--- config.mk ---
export PLATFORM = sky130hd
export DESIGN_NAME = la_cfg_uart_rx
export DESIGN_NICKNAME = d
export VERILOG_FILES = /design/src/rtl/la_pkg.sv /design/src/rtl/la_uart_byte_rx.sv /design/src/rtl/la_cfg_uart_rx.sv
export SDC_FILE = /design/constraint.sdc
export NUM_CORES = 1
export LEC_CHECK = 0
export BUFFER_PORTS_ARGS = -buffer_cell sky130_fd_sc_hd__buf_2
export CELL_PAD_IN_SITES_DETAIL_PLACEMENT = 1
export CELL_PAD_IN_SITES_GLOBAL_PLACEMENT = 2
export CORE_MARGIN = 2
export CORE_UTILIZATION = 42
export CTS_BUF_LIST = sky130_fd_sc_hd__clkbuf_16
export CTS_CLUSTER_DIAMETER = 40
export CTS_CLUSTER_SIZE = 16
export DETAILED_ROUTE_END_ITERATION = 10
export GPL_TIMING_DRIVEN = 1
export PLACE_DENSITY = 0.75
export RECOVER_POWER = 50
export SLEW_MARGIN = 20
export SYNTH_ARGS = -nofsm -noshare
export SYNTH_HDL_FRONTEND = slang
export SYNTH_SLANG_ARGS = --single-unit
export TNS_END_PERCENT = 1
--- constraint.sdc ---
create_clock -name freq_in -period 3.34 [get_ports freq_in]
set_input_delay 0.334 -clock freq_in [delete_from_list [all_inputs] [get_ports freq_in]]
set_output_delay 0.334 -clock freq_in [all_outputs]
set_load 0.005 [all_outputs]
--- src/rtl/la_pkg.sv ---
// -----------------------------------------------------------------------------
// la_pkg
// Shared definitions for the logic-analyzer configuration receiver:
//   - rx_state_t      : UART byte-receiver state encoding
//   - LA_FRAME_LEN    : bytes per command frame (4 config bytes + checksum)
//   - LA_CHECKSUM     : required mod-256 sum of every byte in a frame
//   - SEL_MSB/ARM_BIT/TRIGEN_BIT : bit positions inside smptm
// -----------------------------------------------------------------------------
package la_pkg;

  typedef enum logic [1:0] {
    RX_IDLE  = 2'd0,
    RX_START = 2'd1,
    RX_DATA  = 2'd2,
    RX_STOP  = 2'd3
  } rx_state_t;

  localparam int         LA_FRAME_LEN = 5;
  localparam logic [7:0] LA_CHECKSUM  = 8'hAA;

  // smptm field layout: [SEL_MSB:0] clock select, [ARM_BIT] arm,
  // [TRIGEN_BIT] trigger enable.
  localparam int SEL_MSB    = 4;
  localparam int ARM_BIT    = 5;
  localparam int TRIGEN_BIT = 6;

endpackage

--- src/rtl/la_uart_byte_rx.sv ---
// -----------------------------------------------------------------------------
// la_uart_byte_rx
// Oversampled 8N1 UART byte receiver with a 2-flop input synchroniser.
// Ports:
//   i_clk         system clock, rising edge
//   i_rst_n       asynchronous active-low reset
//   i_rx          raw RX pin (idle high, asynchronous)
//   o_data        last received byte (valid while o_byte_valid is high)
//   o_byte_valid  one-cycle strobe: byte accepted (stop bit high)
//   o_frame_err   one-cycle strobe: stop bit sampled low
//   o_start       one-cycle strobe: start edge detected in IDLE
//   o_busy        high in START/DATA/STOP
// -----------------------------------------------------------------------------
module la_uart_byte_rx
  import la_pkg::*;
#(
  parameter int CLKS_PER_BIT = 104
) (
  input  logic       i_clk,
  input  logic       i_rst_n,
  input  logic       i_rx,
  output logic [7:0] o_data,
  output logic       o_byte_valid,
  output logic       o_frame_err,
  output logic       o_start,
  output logic       o_busy
);

  localparam int            CW       = $clog2(CLKS_PER_BIT);
  localparam logic [CW-1:0] FULL_BIT = CW'(CLKS_PER_BIT - 1);
  localparam logic [CW-1:0] HALF_BIT = CW'(CLKS_PER_BIT / 2 - 1);

  rx_state_t     r_state;
  rx_state_t     w_state_next;
  logic          r_meta;
  logic          r_sync;
  logic          r_sync_d;
  logic [CW-1:0] r_cnt;
  logic [2:0]    r_bit_idx;
  logic [7:0]    r_shift;
  logic          r_byte_valid;
  logic          r_frame_err;
  logic          w_fall;
  logic          w_cnt_zero;
  logic          w_start;

  // Only a genuine 1->0 transition starts a byte. After a framing error the
  // FSM drops straight back to IDLE; a line held low produces no edge, so
  // reception implicitly waits for the line to return high.
  assign w_fall     = r_sync_d & ~r_sync;
  assign w_cnt_zero = (r_cnt == '0);

  always_ff @(posedge i_clk or negedge i_rst_n) begin
    if (!i_rst_n) begin
      r_meta   <= 1'b1;
      r_sync   <= 1'b1;
      r_sync_d <= 1'b1;
      r_state  <= RX_IDLE;
    end else begin
      r_meta   <= i_rx;
      r_sync   <= r_meta;
      r_sync_d <= r_sync;
      r_state  <= w_state_next;
    end
  end

  always_comb begin
    w_state_next = r_state;
    w_start      = 1'b0;
    unique case (r_state)
      RX_IDLE: begin
        if (w_fall) begin
          w_state_next = RX_START;
          w_start      = 1'b1;
        end
      end
      // Line back high at mid start bit means a glitch: silently abandon.
      RX_START: if (w_cnt_zero) w_state_next = r_sync ? RX_IDLE : RX_DATA;
      RX_DATA:  if (w_cnt_zero && (r_bit_idx == 3'd7)) w_state_next = RX_STOP;
      RX_STOP:  if (w_cnt_zero) w_state_next = RX_IDLE;
      default:  w_state_next = RX_IDLE;
    endcase
  end

  always_ff @(posedge i_clk or negedge i_rst_n) begin
    if (!i_rst_n) begin
      r_cnt        <= '0;
      r_bit_idx    <= '0;
      r_shift      <= '0;
      r_byte_valid <= 1'b0;
      r_frame_err  <= 1'b0;
    end else begin
      r_byte_valid <= 1'b0;
      r_frame_err  <= 1'b0;
      // Half-bit first so every later sample lands mid-bit.
      if (w_start) begin
        r_cnt <= HALF_BIT;
      end else if (r_state != RX_IDLE) begin
        r_cnt <= w_cnt_zero ? FULL_BIT : r_cnt - 1'b1;
      end
      if (r_state == RX_START) begin
        r_bit_idx <= '0;
      end else if ((r_state == RX_DATA) && w_cnt_zero) begin
        r_bit_idx <= r_bit_idx + 1'b1;
        r_shift   <= {r_sync, r_shift[7:1]};
      end
      if ((r_state == RX_STOP) && w_cnt_zero) begin
        r_byte_valid <= r_sync;
        r_frame_err  <= ~r_sync;
      end
    end
  end

  assign o_data       = r_shift;
  assign o_byte_valid = r_byte_valid;
  assign o_frame_err  = r_frame_err;
  assign o_start      = w_start;
  assign o_busy       = (r_state != RX_IDLE);

endmodule

--- src/rtl/la_cfg_uart_rx.sv ---
// -----------------------------------------------------------------------------
// la_cfg_uart_rx
// Receives 5-byte command frames over UART, validates the mod-256 checksum and
// atomically applies the four capture-core configuration registers.
// Ports:
//   freq_in    system clock (12 MHz), rising edge
//   rst_n      asynchronous active-low reset
//   uartrx     raw UART RX pin, idle high
//   smptm      [4:0] clock select, [5] arm, [6] trigger enable
//   ynltm      readout delay count
//   trgv1      trigger edge mask
//   trgv2      trigger value
//   cfg_valid  one-cycle pulse when a new configuration is applied
//   cfg_err    one-cycle pulse on checksum/framing error or timeout discard
//   uarxled    high while a byte is being received
//   err_cnt    saturating error counter (only with LA_CFG_ERRCNT_EN defined)
// Build option: define LA_CFG_ERRCNT_EN to add the err_cnt output.
// -----------------------------------------------------------------------------
module la_cfg_uart_rx
  import la_pkg::*;
#(
  parameter int         CLKS_PER_BIT = 104,
  parameter int         FRAME_LEN    = LA_FRAME_LEN,
  parameter logic [7:0] CHECKSUM     = LA_CHECKSUM,
  parameter int         TIMEOUT_BITS = 20
) (
  input  logic       freq_in,
  input  logic       rst_n,
  input  logic       uartrx,
  output logic [7:0] smptm,
  output logic [7:0] ynltm,
  output logic [7:0] trgv1,
  output logic [7:0] trgv2,
  output logic       cfg_valid,
  output logic       cfg_err,
  output logic       uarxled
`ifdef LA_CFG_ERRCNT_EN
  ,
  output logic [7:0] err_cnt
`endif
);

  localparam int            IW     = $clog2(FRAME_LEN);
  localparam logic [IW-1:0] LAST   = IW'(FRAME_LEN - 1);
  localparam int            TO_LIM = TIMEOUT_BITS * CLKS_PER_BIT;
  localparam int            TW     = $clog2(TO_LIM + 1);

  logic [7:0]    w_byte;
  logic          w_byte_valid;
  logic          w_frame_err;
  logic          w_start;
  logic          w_busy;
  logic [IW-1:0] r_idx;
  logic [7:0]    r_sum;
  logic [TW-1:0] r_to_cnt;
  logic [7:0]    r_smptm, r_ynltm, r_trgv1, r_trgv2;
  logic          r_cfg_valid;
  logic          r_cfg_err;
  logic [7:0]    w_sum_next;
  logic          w_counting;
  logic          w_to_expire;

  la_uart_byte_rx #(
    .CLKS_PER_BIT(CLKS_PER_BIT)
  ) u_byte_rx (
    .i_clk       (freq_in),
    .i_rst_n     (rst_n),
    .i_rx        (uartrx),
    .o_data      (w_byte),
    .o_byte_valid(w_byte_valid),
    .o_frame_err (w_frame_err),
    .o_start     (w_start),
    .o_busy      (w_busy)
  );

  assign w_sum_next  = r_sum + w_byte;
  // Idle time is measured from the last accepted byte of a partial frame.
  assign w_counting  = !w_busy && (r_idx != '0);
  assign w_to_expire = w_counting && (r_to_cnt == TW'(TO_LIM - 1));

  // Config bytes 0..3; the checksum byte only feeds the running sum.
  genvar gi;
  for (gi = 0; gi < 4; gi++) begin : g_buf
    logic [7:0] r_byte;
    always_ff @(posedge freq_in or negedge rst_n) begin
      if (!rst_n) begin
        r_byte <= '0;
      end else if (w_byte_valid && !w_to_expire && (r_idx == IW'(gi))) begin
        r_byte <= w_byte;
      end
    end
  end

  always_ff @(posedge freq_in or negedge rst_n) begin
    if (!rst_n) begin
      r_idx       <= '0;
      r_sum       <= '0;
      r_to_cnt    <= '0;
      r_smptm     <= '0;
      r_ynltm     <= '0;
      r_trgv1     <= '0;
      r_trgv2     <= '0;
      r_cfg_valid <= 1'b0;
      r_cfg_err   <= 1'b0;
    end else begin
      r_cfg_valid <= 1'b0;
      r_cfg_err   <= 1'b0;

      if (w_start || w_byte_valid || !w_counting || w_to_expire) begin
        r_to_cnt <= '0;
      end else begin
        r_to_cnt <= r_to_cnt + 1'b1;
      end

      // Timeout has priority over a coincident start edge: the partial frame
      // is dropped and the incoming byte becomes byte 0 of a new frame.
      if (w_to_expire || w_frame_err) begin
        r_cfg_err <= 1'b1;
        r_idx     <= '0;
        r_sum     <= '0;
      end else if (w_byte_valid) begin
        if (r_idx == LAST) begin
          r_idx <= '0;
          r_sum <= '0;
          if (w_sum_next == CHECKSUM) begin
            r_cfg_valid <= 1'b1;
            r_smptm     <= g_buf[0].r_byte;
            r_ynltm     <= g_buf[1].r_byte;
            r_trgv1     <= g_buf[2].r_byte;
            r_trgv2     <= g_buf[3].r_byte;
          end else begin
            r_cfg_err <= 1'b1;
          end
        end else begin
          r_idx <= r_idx + 1'b1;
          r_sum <= w_sum_next;
        end
      end
    end
  end

  assign smptm     = r_smptm;
  assign ynltm     = r_ynltm;
  assign trgv1     = r_trgv1;
  assign trgv2     = r_trgv2;
  assign cfg_valid = r_cfg_valid;
  assign cfg_err   = r_cfg_err;
  assign uarxled   = w_busy;

`ifdef LA_CFG_ERRCNT_EN
  logic [7:0] r_err_cnt;

  always_ff @(posedge freq_in or negedge rst_n) begin
    if (!rst_n) begin
      r_err_cnt <= '0;
    end else if (r_cfg_err && (r_err_cnt != 8'hFF)) begin
      r_err_cnt <= r_err_cnt + 1'b1;
    end
  end

  assign err_cnt = r_err_cnt;
`endif

endmodule
---- Yosys cells after proc, flatten, opt, wreduce, memory -nomap -nowiden ----
Index checks and enable logic that the tools add are counted.
word-level totals
  output and inout bits ................... 35
  input port bits ......................... 3
  flip-flop bits (word level) ............. 114
cells by class
  equal/unequal tests ..................... 14
  muxes and demuxes ....................... 30
  bitwise operators ....................... 4
  reduce and logical (&&, ||, !) cells .... 28
  $add $sub $neg .......................... 5
operator list
  operator                                                                 count
  8-bit two-way mux                                                        3
  7-bit two-way mux                                                        3
  3-bit two-way mux                                                        5
  12-bit by 1-bit adder with 12-bit output, second input constant          1
  12-bit equality test, second input constant                              1
  1-bit two-way mux                                                        12
  12-bit two-way mux                                                       1
  1-bit logical AND                                                        10
  2-bit two-way mux                                                        5
  8-bit adder                                                              1
  8-bit equality test, second input constant                               1
  2-bit by 1-bit inequality test with 1-bit output, second input constant  4
  2-bit case mux with 4 select lines                                       1
  4-bit AND reduction                                                      2
  2-bit nonzero test                                                       4
  7-bit zero test                                                          1
  7-bit by 1-bit subtractor with 7-bit output, second input constant       1
  3-bit by 1-bit adder with 3-bit output, second input constant            2
  3-bit by 2-bit equality test with 1-bit output, second input constant    2
  3-bit equality test, second input constant                               2
  2-bit equality test, second input constant                               2
  1-bit logical OR                                                         4
  3-bit by 1-bit equality test with 1-bit output, second input constant    1
  1-bit zero test                                                          3
  7 further kinds                                                          9

---- Longest topological paths before layout ----
Gate-level depths: netlist of the first run.
  depth after elaboration ................. 8
  gate-level depth with buffers ........... 10
  gate-level depth less buffers ........... 8

---- Modules after synthesis ----
A second synthesis of the first run with hierarchy kept.
second synthesis, totals
  cell total of the unflattened synthesis .. 382
  area, all modules ....................... 5,182.5 µm²
by module, submodules not included
  module           instances  cells each  area each (µm²)
  la_cfg_uart_rx   1          283         3,998.8
  la_uart_byte_rx  1          99          1,183.6

---- Worst setup path before layout of the first run ----
Ideal clock, no wire load.
  path type ............................... reg2reg
  start point ............................. register u_byte_rx.r_shift[0] (netlist: u_byte_rx.o_data[0])
  end point ............................... register r_smptm[0] (netlist: smptm[0])
  arrival time ............................ 2.768 ns
  setup slack ............................. 0.447 ns
  required time ........................... 3.215 ns
  period minus slack after synthesis ...... 2.893 ns
  cell stages (with the launch flop) ...... 10
  path buffers ............................ 1
  cells stage by stage .................... dfrtp_1 -> ha_1 -> fa_1 -> a211oi_2 -> o21bai_1 -> a2111oi_4 -> o21ai_2 -> nor3_4 -> buf_12 -> mux2_4
on the way
  longest elaborated chain between the ends .. 3
RTL lines
  item                                  RTL line                text
  start: declaration                    la_uart_byte_rx.sv:40   logic [7:0] r_shift;
  start signal: assignment              la_uart_byte_rx.sv:105  r_shift <= {r_sync, r_shift[7:1]};
  8-bit adder                           la_cfg_uart_rx.sv:76    assign w_sum_next = r_sum + w_byte;
  8-bit equality test                   la_cfg_uart_rx.sv:125   if (w_sum_next == CHECKSUM) begin
  4-bit AND reduction (no source line)  n/a
  end signal: assignment                la_cfg_uart_rx.sv:127   r_smptm <= g_buf[0].r_byte;
  end: declaration                      la_cfg_uart_rx.sv:56    logic [7:0] r_smptm, r_ynltm, r_trgv1, r_trgv2;
No other way between the ends.
A chain may end at the register's enable or synchronous reset.

---- Worst setup path in the final report of the first run ----
  start point ............................. register u_byte_rx.r_shift[0] (netlist: u_byte_rx.o_data[0])
  end point ............................... register r_ynltm[7] (netlist: ynltm[7])
on the way
  longest elaborated chain between the ends .. 3
RTL lines
  item                                  RTL line               text
  8-bit adder                           la_cfg_uart_rx.sv:76
  8-bit equality test                   la_cfg_uart_rx.sv:125
  4-bit AND reduction (no source line)  n/a
  end signal: assignment                la_cfg_uart_rx.sv:128  r_ynltm <= g_buf[1].r_byte;
  end: declaration                      la_cfg_uart_rx.sv:56
No other way between the ends.

==> results by group, run 1 <==
Timing
  – Crit share post-route: 0.923
  – Slew margin rel.: 0.0447
  – Final critical path time including I/O delays and setup: 3.08 ns
  – Slack of the critical path: approximately 0.26 ns
  – RSZ-0062 raised after global routing: no
  – Final-layout setup total negative slack: 0 ns
  – Final clock skew: ~0.0083 ns
  – Setup Viol. Count Final: 0
  – Number of endpoints with negative hold slack in the final report: 0
  – Least-Margin Pin Slew: 1.43 ns
  – Max-slew violations: 0
  – FMAX: 324 MHz

Global routing
  – Residual overflow from global routing: 0
  – Initial antenna violation count: 0
  – Global-route usage over all layers: 0.183
  – Vias in the first global route: approximately 3500
  – Maximum number of pins on one net before global-route repair: 61
  – Wire length of the first global-routing pass: 18.0 mm

Synth
  – Seq cells post-synth: 114
  – Number of different library cells in the post-synthesis netlist: 54
  – Area share of the largest cell type after synthesis: 0.540
  – Most frequent cell after synthesis: sky130_fd_sc_hd__dfrtp_1
  – Post-synth design cell area: 0.00514 mm2
  – Number of synthesized flops with an enable pin: 0
  – Commonest cells in the synthesized netlist: 111 x sky130_fd_sc_hd__dfrtp_1, 41 x sky130_fd_sc_hd__mux2_2, 30 x sky130_fd_sc_hd__mux2_4
  – Top cell type by total area after synthesis: sky130_fd_sc_hd__dfrtp_1
  – Mean area per synthesized cell: 13.3 um2
  – Sequential fraction of the synthesis area: 0.555
  – Largest cells by area after synthesis: sky130_fd_sc_hd__dfrtp_1 54%, sky130_fd_sc_hd__mux2_2 9.0%, sky130_fd_sc_hd__mux2_4 8.8%, sky130_fd_sc_hd__ha_1 3.9%, sky130_fd_sc_hd__nor2_1 2.1%
  – Syn_nets: just over 400
  – Synthesized instance count: 387
  – Most instantiated flip-flop cell in the synthesis netlist: sky130_fd_sc_hd__dfrtp_1
  – Fraction of registers with async set/reset: 1.00
  – Syn. warnings: 0

Placed design
  – Detailed placer's ending HPWL: 7.20 mm
  – Dpl ws: 0.262 ns
  – Buffers on Ports: 37
  – Routability congestion estimate: 0.755

Clock network
  – Clock insertion delay at the later pin of the skew report: between 0.4 and 0.5 ns
  – CTS clk-pin slew, worst paths: 0.06 ns
  – Number of buffers added by the clock tree synthesis step: 17
  – TritonCTS clock tree: done
  – Clock sink count: 114
  – Hold-fix buffers, CTS: 0
  – Maximum count of clock buffers along a single path: 2
  – CTS Root Buffer Type: sky130_fd_sc_hd__clkbuf_16
  – H-tree Lvls: 4
  – Post-cts gate resize count: 0
  – Number of setup buffers added after CTS: 0

Detailed routing
  – Pre-Repair DR Iteration Count: 4
  – WL final: between 10 and 15 mm
  – Remaining number of nets flagged by the antenna check after routing: 0
  – Initial drt markers: 92
  – Count of vias placed by the detailed router: 3200
  – Via-to-Cell Ratio: around 5.3
  – Number of remaining DRC errors: 0
  – Routed WL per cell: between 15 and 20 um

Critical path
  – Buf/Inv on CP: 1
  – Maximum fanout count along the critical path: 11
  – Family with the most delay on the worst path: compound AO/OA/AOI/OAI gates
  – Stage delay of the slowest cell on the critical path: 0.43 ns
  – Critical Path Sink Type: flip-flop
  – Critical-path cell with the highest stage delay: sky130_fd_sc_hd__dfrtp_1
  – Crit path launch type: flip-flop
  – Worst Path Class, Setup: flip-flop to flip-flop
  – Worst endpoint data arrival time: between 3 and 4 ns
  – Critical path, cell by cell: ha_1 > fa_1 > a211oi_2 > o21bai_1 > a2111oi_4 > o21ai_2 > nor3_4 > buf_4 > mux2_4
  – CP Data Required Time: 3.63 ns

Cells and area
  – Count of inserted antenna diode cells: 0
  – Layout area overhead: 18.3%
  – Final nets: approximately 470
  – Final core utilization: 0.509
  – Layout cells sized above 1: 0.354

Die
  – DIE HEIGHT: 115 um
  – Number of top-level pins: 38
  – Die W: between 100 and 150 um
  – Initial core utilization: 0.430
  – Number of rows in the core area: 40
  – Core box area: 0.0120 mm2
  – DIE AREA: approximately 0.013 mm2

Power
  – Peak ir drop on the vdd network: 288 uV
  – Leak: 0.00299 uW
  – P per Cell Area: 560 mW/mm2

Min path
  – Type of the tightest min-delay check: primary input to flip-flop

Job
  – Max-cap viol count: 0

Outcome
  – Outcome: finished clean
[final timing paths]
kind                            slack [ns]  cells past startpoint                start             endpoint
worst max-delay path                  0.26                      9  u_byte_rx.o_data[0]             ynltm[7]
worst min-delay path                  0.02                      1               uartrx     u_byte_rx.r_meta
worst max register to register        0.26                      9  u_byte_rx.o_data[0]             ynltm[7]
worst min register to register        0.36                      0     u_byte_rx.r_meta     u_byte_rx.r_sync
max in group asynchronous             1.01                      2                rst_n  u_byte_rx.o_data[6]
min in group asynchronous             0.23                      1                rst_n             trgv2[4]
[area by class of cell]
type / count / area [um2]
clock buffers: 17 / 425
clock inverters: 15 / 144
fillers: 1242 / 5880
inverters: 9 / 33.8
multi-input cells: 256 / 2170
flip-flops and latches: 114 / 2860
well taps: 147 / 184
repair buffers: 47 / 268
[layer usage]
metal	routed length, um	vias to the layer above	global-route usage
met3	283	14	0.0434
met2	5640	48	0.311
li1	-	1504	-
met1	4610	1634	0.220
met5	0	-	0
met4	175	0	0.0805
[state kept, by name (all words and copies together), names as in the netlist, 7 cells and up, named ones only]
| signal | count |
|---|---|
| g_buf.r_byte | 32 |
| r_sum | 8 |
| r_to_cnt | 12 |
| smptm | 8 |
| trgv1 | 8 |
| trgv2 | 8 |
| u_byte_rx.o_data | 8 |
| u_byte_rx.r_cnt | 7 |
| ynltm | 8 |
[where the power goes]
group	leakage [uW]	internal (uW)	total (uW)	switching [uW]
combinational	0.00115	83.7	188	104
clock	0.000275	1090	1720	634
sequential	0.00156	1440	1500	62.2
[placed cells by master, fill, tap and decap left out, drive strengths merged, types with 4 or more instances in the layout]
cell and n:
a21oi 8, a22o 7, buf 44, clkbuf 20, clkinv 8, dfrtp 111, ha 16, inv 11
mux2 71, nand2 25, nand2b 4, nand3 10, nor2 29, nor3 9, o21ai 18, xnor2 5
xor2 8
[metrics by stage]
step                area, um2  total power (uW)  cells  hold slack, ns
floorplan                5140              1640    387          0.0384
global placement         5540              1710    573           0.346
detailed placement       5540              1720    573           0.347
CTS                      6100              3470    605         0.00465
global route             6080              3550    605          0.0117
finish                   6080              3410    605          0.0239
[logic make-up after synthesis]
| family | count (synthesis) | share of synthesized area |
|---|---|---|
| compound gates | 53 | 0.0778 |
| fa+ha+maj | 17 | 0.0428 |
| flops | 114 | 0.555 |
| buf+inv | 17 | 0.0221 |
| xor+xnor | 13 | 0.0221 |
| simple gates | 101 | 0.100 |
| mux | 72 | 0.179 |
No activity file was read; power rests on OpenSTA's default activity.
==> run 2, diff against run 1 <==
--- a/config.mk
+++ b/config.mk
@@ -10,7 +10,7 @@
 export CELL_PAD_IN_SITES_GLOBAL_PLACEMENT = 2
 export CORE_MARGIN = 2
 export CORE_UTILIZATION = 42
-export CTS_BUF_LIST = sky130_fd_sc_hd__clkbuf_16
+export CTS_BUF_LIST = sky130_fd_sc_hd__clkbuf_8 sky130_fd_sc_hd__clkbuf_16
 export CTS_CLUSTER_DIAMETER = 40
 export CTS_CLUSTER_SIZE = 16
 export DETAILED_ROUTE_END_ITERATION = 10
==> constraint.sdc (replaced) <==
create_clock -name freq_in -period 3.49 [get_ports freq_in]
set_input_delay 0.349 -clock freq_in [delete_from_list [all_inputs] [get_ports freq_in]]
set_output_delay 0.349 -clock freq_in [all_outputs]
set_load 0.005 [all_outputs]
==> run 2 against run 1 <==
  * The run now ends with capacitance limit, slew limit left
  * Flip-flop and latch count stayed put
  * Sequential power fell by 5%
  * Final area is 0.27% higher
  * Register-to-register slack improved by 0.17 ns
  * Clock-buffer cell count up 3
  * Power down 1.1%
  * Final cell count down 0.83%
  * Fmax up 0.80%
  * Critical endpoint is now trgv2[1]
==> results by group, run 2 (synthesis results as in run 1) <==
Job
  – Max-cap viol count: 1 (+1)

Power
  – Internal power contribution: 2620 uW (+0.47%)
  – Switching Share: 0.223 (-0.0121)
  – P per Cell Area: 552 mW/mm2 (-1.4%)
  – Proportion of power drawn by combinational gates: 0.053 (-0.002)
  – Switching power total: 751 uW (-6.2%)
  – Sequential cell fraction of total power: 0.426 (-0.014)
  – Portion of total power attributed to the clock network: 0.521 (+0.016)
  – Leak: 0.00298 uW (-0.14%)
  – Peak ir drop on the vdd network: 228 uV (-21%)

Critical path
  – CP Data Required Time: 3.78 ns (+0.15 ns)
  – End of the worst register-to-register path: trgv2[1]
  – Worst endpoint data arrival time: 3.34 ns (-0.04 ns)
  – Worst Reg-to-Reg Cells: 9 (unchanged)
  – Maximum fanout count along the critical path: 21 (+10)
  – Reg-to-reg setup timing slack: 0.43 ns (+0.17 ns)
  – Worst Path Class, Setup: flip-flop to flip-flop
  – Critical Path Sink Type: flip-flop
  – Crit Reg-Reg Startpoint: u_byte_rx.o_data[0]
  – Crit path launch type: flip-flop

Clock network
  – CTS Root Buffer Type: sky130_fd_sc_hd__clkbuf_16
  – Number of setup buffers added after CTS: 0 (unchanged)
  – Hold-fix buffers, CTS: 0 (unchanged)
  – Number of buffers added by the clock tree synthesis step: 17 (unchanged)
  – Maximum count of clock buffers along a single path: 2 (unchanged)
  – Clock insertion delay at the later pin of the skew report: 0.41 ns (about the same)
  – Post-cts gate resize count: 0 (unchanged)
  – Clock sink count: 114 (unchanged)
  – TritonCTS clock tree: done
  – CTS clk-pin slew, worst paths: 0.05 ns (about the same)
  – H-tree Lvls: 4 (unchanged)

Cells and area
  – Filler-free cell count of the finished design: 600 (-0.83%)
  – Most common cell after layout, fill and taps aside: sky130_fd_sc_hd__dfrtp_1
  – Final nets: 461 (-0.86%)
  – Layout area overhead: 18.6%
  – Multi-input gate area in the final layout: 0.00217 mm2 (unchanged)
  – Largest register by flop count: g_buf.r_byte
  – Commonest cells after routing, fill and taps aside: 111 x sky130_fd_sc_hd__dfrtp_1, 41 x sky130_fd_sc_hd__mux2_2, 33 x sky130_fd_sc_hd__buf_2
  – Top flop regs: g_buf.r_byte (32), r_to_cnt (12)
  – Fill cell instance count of the final layout: 1215 (-2.2%)
  – Final core utilization: 0.510 (+0.00136)
  – Count of inserted antenna diode cells: 0 (unchanged)
  – Flip-flop count of the largest register after layout: 32 (unchanged)
  – Combined flip-flop and latch cell area: 0.00286 mm2 (unchanged)
  – Layout cells sized above 1: 0.347 (-0.00713)

Timing
  – Number of endpoints with negative hold slack in the final report: 0 (unchanged)
  – Worst-case hold slack: 0.0332 ns (+0.00931 ns)
  – Setup Viol. Count Final: 0 (unchanged)
  – Slew margin rel.: -1.07 (-1.11)
  – Final clock skew: 0.00805 ns (-0.000217 ns)
  – Final-layout setup total negative slack: 0 ns (unchanged)
  – FMAX: 327 MHz (+0.80%)
  – Max-slew violations: 53 (+53)
  – RSZ-0062 raised after global routing: no
  – Crit share post-route: 0.876 (-0.0467)
  – Least-Margin Pin Slew: 3.10 ns (+1.67 ns)
  – Final critical path time including I/O delays and setup: 3.06 ns (-0.0246 ns)

Detailed routing
  – Count of vias placed by the detailed router: 3222 (+0.69%)
  – Number of remaining DRC errors: 0 (unchanged)
  – Via-to-Cell Ratio: 5.37 (+1.5%)
  – WL final: 10.9 mm (+1.4%)
  – Uppermost metal layer occupied by signal nets: met4
  – Remaining number of nets flagged by the antenna check after routing: 0 (unchanged)
  – Initial drt markers: 100 (+8.7%)
  – Routed WL per cell: 18.1 um (+2.2%)
  – Pre-Repair DR Iteration Count: 4 (unchanged)
  – Detailed-routing wirelength on met1: 4.71 mm (+2.1%)
  – Amount of wire on met2 after detailed routing: 5.61 mm (-0.57%)
  – Routed length on met3: 352 um (+24%)

Min path
  – Hold path startpoint: uartrx
  – WHS Path Cells: 1 (unchanged)
  – Type of the tightest min-delay check: primary input to flip-flop
  – Capture endpoint of the worst hold path: u_byte_rx.r_meta

Die
  – Die W: 115 um (unchanged)
  – Core box area: 0.0120 mm2 (unchanged)
  – DIE HEIGHT: 115 um (unchanged)
  – Number of rows in the core area: 40 (unchanged)
  – Number of top-level pins: 38 (unchanged)
  – DIE AREA: 0.0131 mm2 (unchanged)
  – Initial core utilization: 0.430 (unchanged)

Global routing
  – Global-route usage over all layers: 0.182 (-0.000948)
  – Wire length of the first global-routing pass: 18.0 mm (about the same)
  – Initial antenna violation count: 0 (unchanged)
  – Vias in the first global route: 3482 (-0.029%)
  – Residual overflow from global routing: 0 (unchanged)
  – Maximum number of pins on one net before global-route repair: 63 (+3.3%)

Outcome
  – Violated checks: capacitance limit, slew limit
  – Outcome: finished with violations

Placed design
  – Detailed placer's ending HPWL: 7.24 mm (+0.52%)
  – Buffers on Ports: 37 (unchanged)
  – Number of placed instances, taps included: 569 (-0.70%)
  – Routability congestion estimate: 0.746 (-1.2%)
[run 2: critical path: stages, from the launching register on]
cell and delay [ns]:
sky130_fd_sc_hd__dfrtp_1 0.44, sky130_fd_sc_hd__ha_1 0.25, sky130_fd_sc_hd__fa_1 0.43, sky130_fd_sc_hd__a211oi_2 0.26
sky130_fd_sc_hd__o21bai_1 0.17, sky130_fd_sc_hd__a2111oi_4 0.37, sky130_fd_sc_hd__o21ai_2 0.13, sky130_fd_sc_hd__nor3_4 0.28
sky130_fd_sc_hd__buf_12 0.24, sky130_fd_sc_hd__mux2_2 0.36
[run 2: stage by stage]
step                worst slack [ns]  cell area [um2]  power [uW]
finish                         0.433             6100        3370
global route                   0.244             6100        3510
CTS                            0.387             6110        3420
detailed placement             0.415             5510        1640
global placement               0.487             5510        1630
floorplan                      0.597             5140        1570
[run 2: power by group through the flow]
stage | registers, uW | logic, uW | clock network [uW]
3_5_place_dp | 1460 | 184 | 0
4_1_cts | 1430 | 184 | 1800
5_1_grt | 1440 | 207 | 1860
3_3_place_gp | 1450 | 177 | 0
6_report | 1430 | 178 | 1760
2_1_floorplan | 1430 | 138 | 0
[run 2: cell type report]
| type | count | area share |
|---|---|---|
| Sequential cell | 114 | 0.468 |
| Multi-Input combinational cell | 256 | 0.356 |
| Clock buffer | 20 | 0.0765 |
| Timing Repair Buffer | 43 | 0.0410 |
| Tap cell | 147 | 0.0301 |
| Clock inverter | 11 | 0.0224 |
| Inverter | 9 | 0.00554 |
[run 2: how the worst max path moves through the flow]
stage,from,to,slack [ns],cells after the start
floorplan,u_byte_rx.o_data[0],smptm[0],0.60,9
global placement,u_byte_rx.o_data[0],smptm[0],0.49,9
detailed placement,u_byte_rx.o_data[0],smptm[6],0.41,9
CTS,u_byte_rx.o_data[0],smptm[7],0.39,9
global route,u_byte_rx.o_data[0],smptm[5],0.24,9
finish,u_byte_rx.o_data[0],trgv2[1],0.43,9
[run 2: per-layer routing]
metal	GRT usage	vias to the layer above
li1	-	1495
met1	0.215	1646
met2	0.310	63
met3	0.0466	18
met4	0.0837	0
met5	0	-
==> run 3, diff against run 2 <==
==> constraint.sdc (replaced) <==
create_clock -name freq_in -period 3.49 [get_ports freq_in]
set_input_delay 0.349 -clock freq_in [delete_from_list [all_inputs] [get_ports freq_in]]
set_output_delay 0.349 -clock freq_in [all_outputs]
set_load 0.1 [all_outputs]
==> run 3 against run 2 <==
  * Utilization down 0.12 points
  * Hold slack about the same
  * The flow still finishes with violations (capacitance limit, slew limit)
  * Combinational power up 8%
  * Flip-flop and latch count unchanged
  * Clock-buffer cell count unchanged
  * Wire length about the same
  * Die area unchanged
==> results by group, run 3 (synthesis results as in run 1) <==
Outcome
  – Outcome: finished with violations
  – Violated checks: capacitance limit, slew limit

Global routing
  – Initial antenna violation count: 0 (unchanged)
  – Residual overflow from global routing: 0 (unchanged)
  – Wire length of the first global-routing pass: 18.0 mm (unchanged)
  – Vias in the first global route: 3482 (unchanged)
  – Global-route usage over all layers: 0.182 (unchanged)
  – Maximum number of pins on one net before global-route repair: 63 (unchanged)

Clock network
  – Maximum count of clock buffers along a single path: 2 (unchanged)
  – TritonCTS clock tree: done
  – Post-cts gate resize count: 0 (unchanged)
  – Number of setup buffers added after CTS: 0 (unchanged)
  – H-tree Lvls: 4 (unchanged)
  – CTS clk-pin slew, worst paths: 0.05 ns (about the same)
  – CTS Root Buffer Type: sky130_fd_sc_hd__clkbuf_16
  – Clock insertion delay at the later pin of the skew report: 0.41 ns (about the same)
  – Number of buffers added by the clock tree synthesis step: 17 (unchanged)
  – Clock sink count: 114 (unchanged)
  – Hold-fix buffers, CTS: 0 (unchanged)

Critical path
  – Crit Reg-Reg Startpoint: u_byte_rx.o_data[0]
  – End of the worst register-to-register path: trgv2[1]
  – Worst Reg-to-Reg Cells: 9 (unchanged)
  – Maximum fanout count along the critical path: 21 (unchanged)
  – Worst endpoint data arrival time: 3.34 ns (about the same)
  – Critical-path cell with the highest stage delay: sky130_fd_sc_hd__dfrtp_1
  – Crit path launch type: flip-flop
  – Worst Path Class, Setup: flip-flop to flip-flop
  – Stage delay of the slowest cell on the critical path: 0.44 ns (about the same)
  – Critical Path Sink Type: flip-flop
  – CP Data Required Time: 3.78 ns (about the same)
  – Reg-to-reg setup timing slack: 0.43 ns (about the same)
  – Critical path, cell by cell: ha_1 > fa_1 > a211oi_2 > o21bai_1 > a2111oi_4 > o21ai_2 > nor3_4 > buf_12 > mux2_2

Placed design
  – Detailed placer's ending HPWL: 7.24 mm (unchanged)
  – Placed instance area: 0.00551 mm2 (unchanged)
  – Buffers on Ports: 37 (unchanged)
  – Number of placed instances, taps included: 569 (unchanged)
  – Routability congestion estimate: 0.746 (unchanged)

Min path
  – Type of the tightest min-delay check: primary input to flip-flop
  – Capture endpoint of the worst hold path: u_byte_rx.r_meta
  – Hold path startpoint: uartrx
  – WHS Path Cells: 1 (unchanged)

Cells and area
  – Largest register by flop count: g_buf.r_byte
  – Filler-free cell count of the finished design: 600 (unchanged)
  – Commonest cells after routing, fill and taps aside: 111 x sky130_fd_sc_hd__dfrtp_1, 41 x sky130_fd_sc_hd__mux2_2, 30 x sky130_fd_sc_hd__mux2_4
  – Final nets: 461 (unchanged)
  – Combined flip-flop and latch cell area: 0.00286 mm2 (unchanged)
  – Flip-flop count of the largest register after layout: 32 (unchanged)
  – Final instance area: 0.00609 mm2 (-0.23%)
  – Final core utilization: 0.509 (-0.00115)
  – Count of inserted antenna diode cells: 0 (unchanged)
  – Top flop regs: g_buf.r_byte (32), r_to_cnt (12)
  – Most common cell after layout, fill and taps aside: sky130_fd_sc_hd__dfrtp_1
  – Layout area overhead: 18.3%
  – Multi-input gate area in the final layout: 0.00217 mm2 (unchanged)
  – Layout cells sized above 1: 0.322 (-0.0243)
  – Fill cell instance count of the final layout: 1210 (-0.41%)

Detailed routing
  – Initial drt markers: 100 (unchanged)
  – Via-to-Cell Ratio: 5.37 (about the same)
  – Pre-Repair DR Iteration Count: 4 (unchanged)
  – WL final: 10.9 mm (about the same)
  – Remaining number of nets flagged by the antenna check after routing: 0 (unchanged)
  – Count of vias placed by the detailed router: 3223 (+0.031%)
  – Number of remaining DRC errors: 0 (unchanged)
  – Routed WL per cell: 18.1 um (about the same)

Die
  – DIE HEIGHT: 115 um (unchanged)
  – Number of top-level pins: 38 (unchanged)
  – DIE AREA: 0.0131 mm2 (unchanged)
  – Die W: 115 um (unchanged)
  – Number of rows in the core area: 40 (unchanged)
  – Core box area: 0.0120 mm2 (unchanged)
  – Initial core utilization: 0.430 (unchanged)

Timing
  – Crit share post-route: 0.876 (unchanged)
  – Number of endpoints with negative hold slack in the final report: 0 (unchanged)
  – RSZ-0062 raised after global routing: no
  – Final clock skew: 0.00805 ns (unchanged)
  – Least-Margin Pin Slew: 3.10 ns (-0.00463 ns)
  – Max-slew violations: 53 (unchanged)
  – Worst-case hold slack: 0.0332 ns (-0.0000196 ns)
  – FMAX: 327 MHz (unchanged)
  – Slew margin rel.: -1.07 (+0.00309)
  – Setup Viol. Count Final: 0 (unchanged)
  – Final-layout setup total negative slack: 0 ns (unchanged)
  – Final critical path time including I/O delays and setup: 3.06 ns (unchanged)

Power
  – Peak ir drop on the vdd network: 263 uV (+16%)
  – Leak: 0.00294 uW (-1.6%)
  – P per Cell Area: 556 mW/mm2 (+0.67%)

Job
  – Max-cap viol count: 1 (unchanged)
[run 3: layout make-up]
type | instances | share of cell area
Clock inverter | 11 | 0.0224
Inverter | 9 | 0.00555
Multi-Input combinational cell | 256 | 0.357
Tap cell | 147 | 0.0302
Sequential cell | 114 | 0.469
Timing Repair Buffer | 43 | 0.0388
Clock buffer | 20 | 0.0767
[run 3: metrics by stage]
step	total power, uW	setup slack [ns]
6_report	3380	0.433
5_1_grt	3530	0.244
4_1_cts	3440	0.387
3_5_place_dp	1660	0.415
3_3_place_gp	1650	0.487
2_1_floorplan	1580	0.595
[run 3: how the worst max path moves through the flow]
stage | start | endpoint | cells past startpoint
global placement | u_byte_rx.o_data[0] | smptm[0] | 9
floorplan | u_byte_rx.o_data[0] | smptm[0] | 9
CTS | u_byte_rx.o_data[0] | smptm[7] | 9
detailed placement | u_byte_rx.o_data[0] | smptm[6] | 9
finish | u_byte_rx.o_data[0] | trgv2[1] | 9
global route | u_byte_rx.o_data[0] | smptm[5] | 9
[run 3: metal layers]
layer | GRT usage | vias to the layer above | wire length (um)
met5 | 0 | - | 0
met4 | 0.0837 | 0 | 189
met3 | 0.0466 | 18 | 361
met2 | 0.310 | 63 | 5610
met1 | 0.215 | 1647 | 4700
li1 | - | 1495 | -
[run 3: report_power, final]
part	internal [uW]	switching (uW)
Clock	1160	591
Sequential	1370	60.4
Combinational	79.2	114
Total	2620	766
[run 3: critical path: cells and delay by family, from the launching register on]
| family | cells | cell delay [ns] |
|---|---|---|
| fa+ha+maj | 2 | 0.68 |
| flops | 1 | 0.44 |
| buf+inv | 1 | 0.24 |
| compound gates | 4 | 0.93 |
| mux | 1 | 0.36 |
| simple gates | 1 | 0.28 |
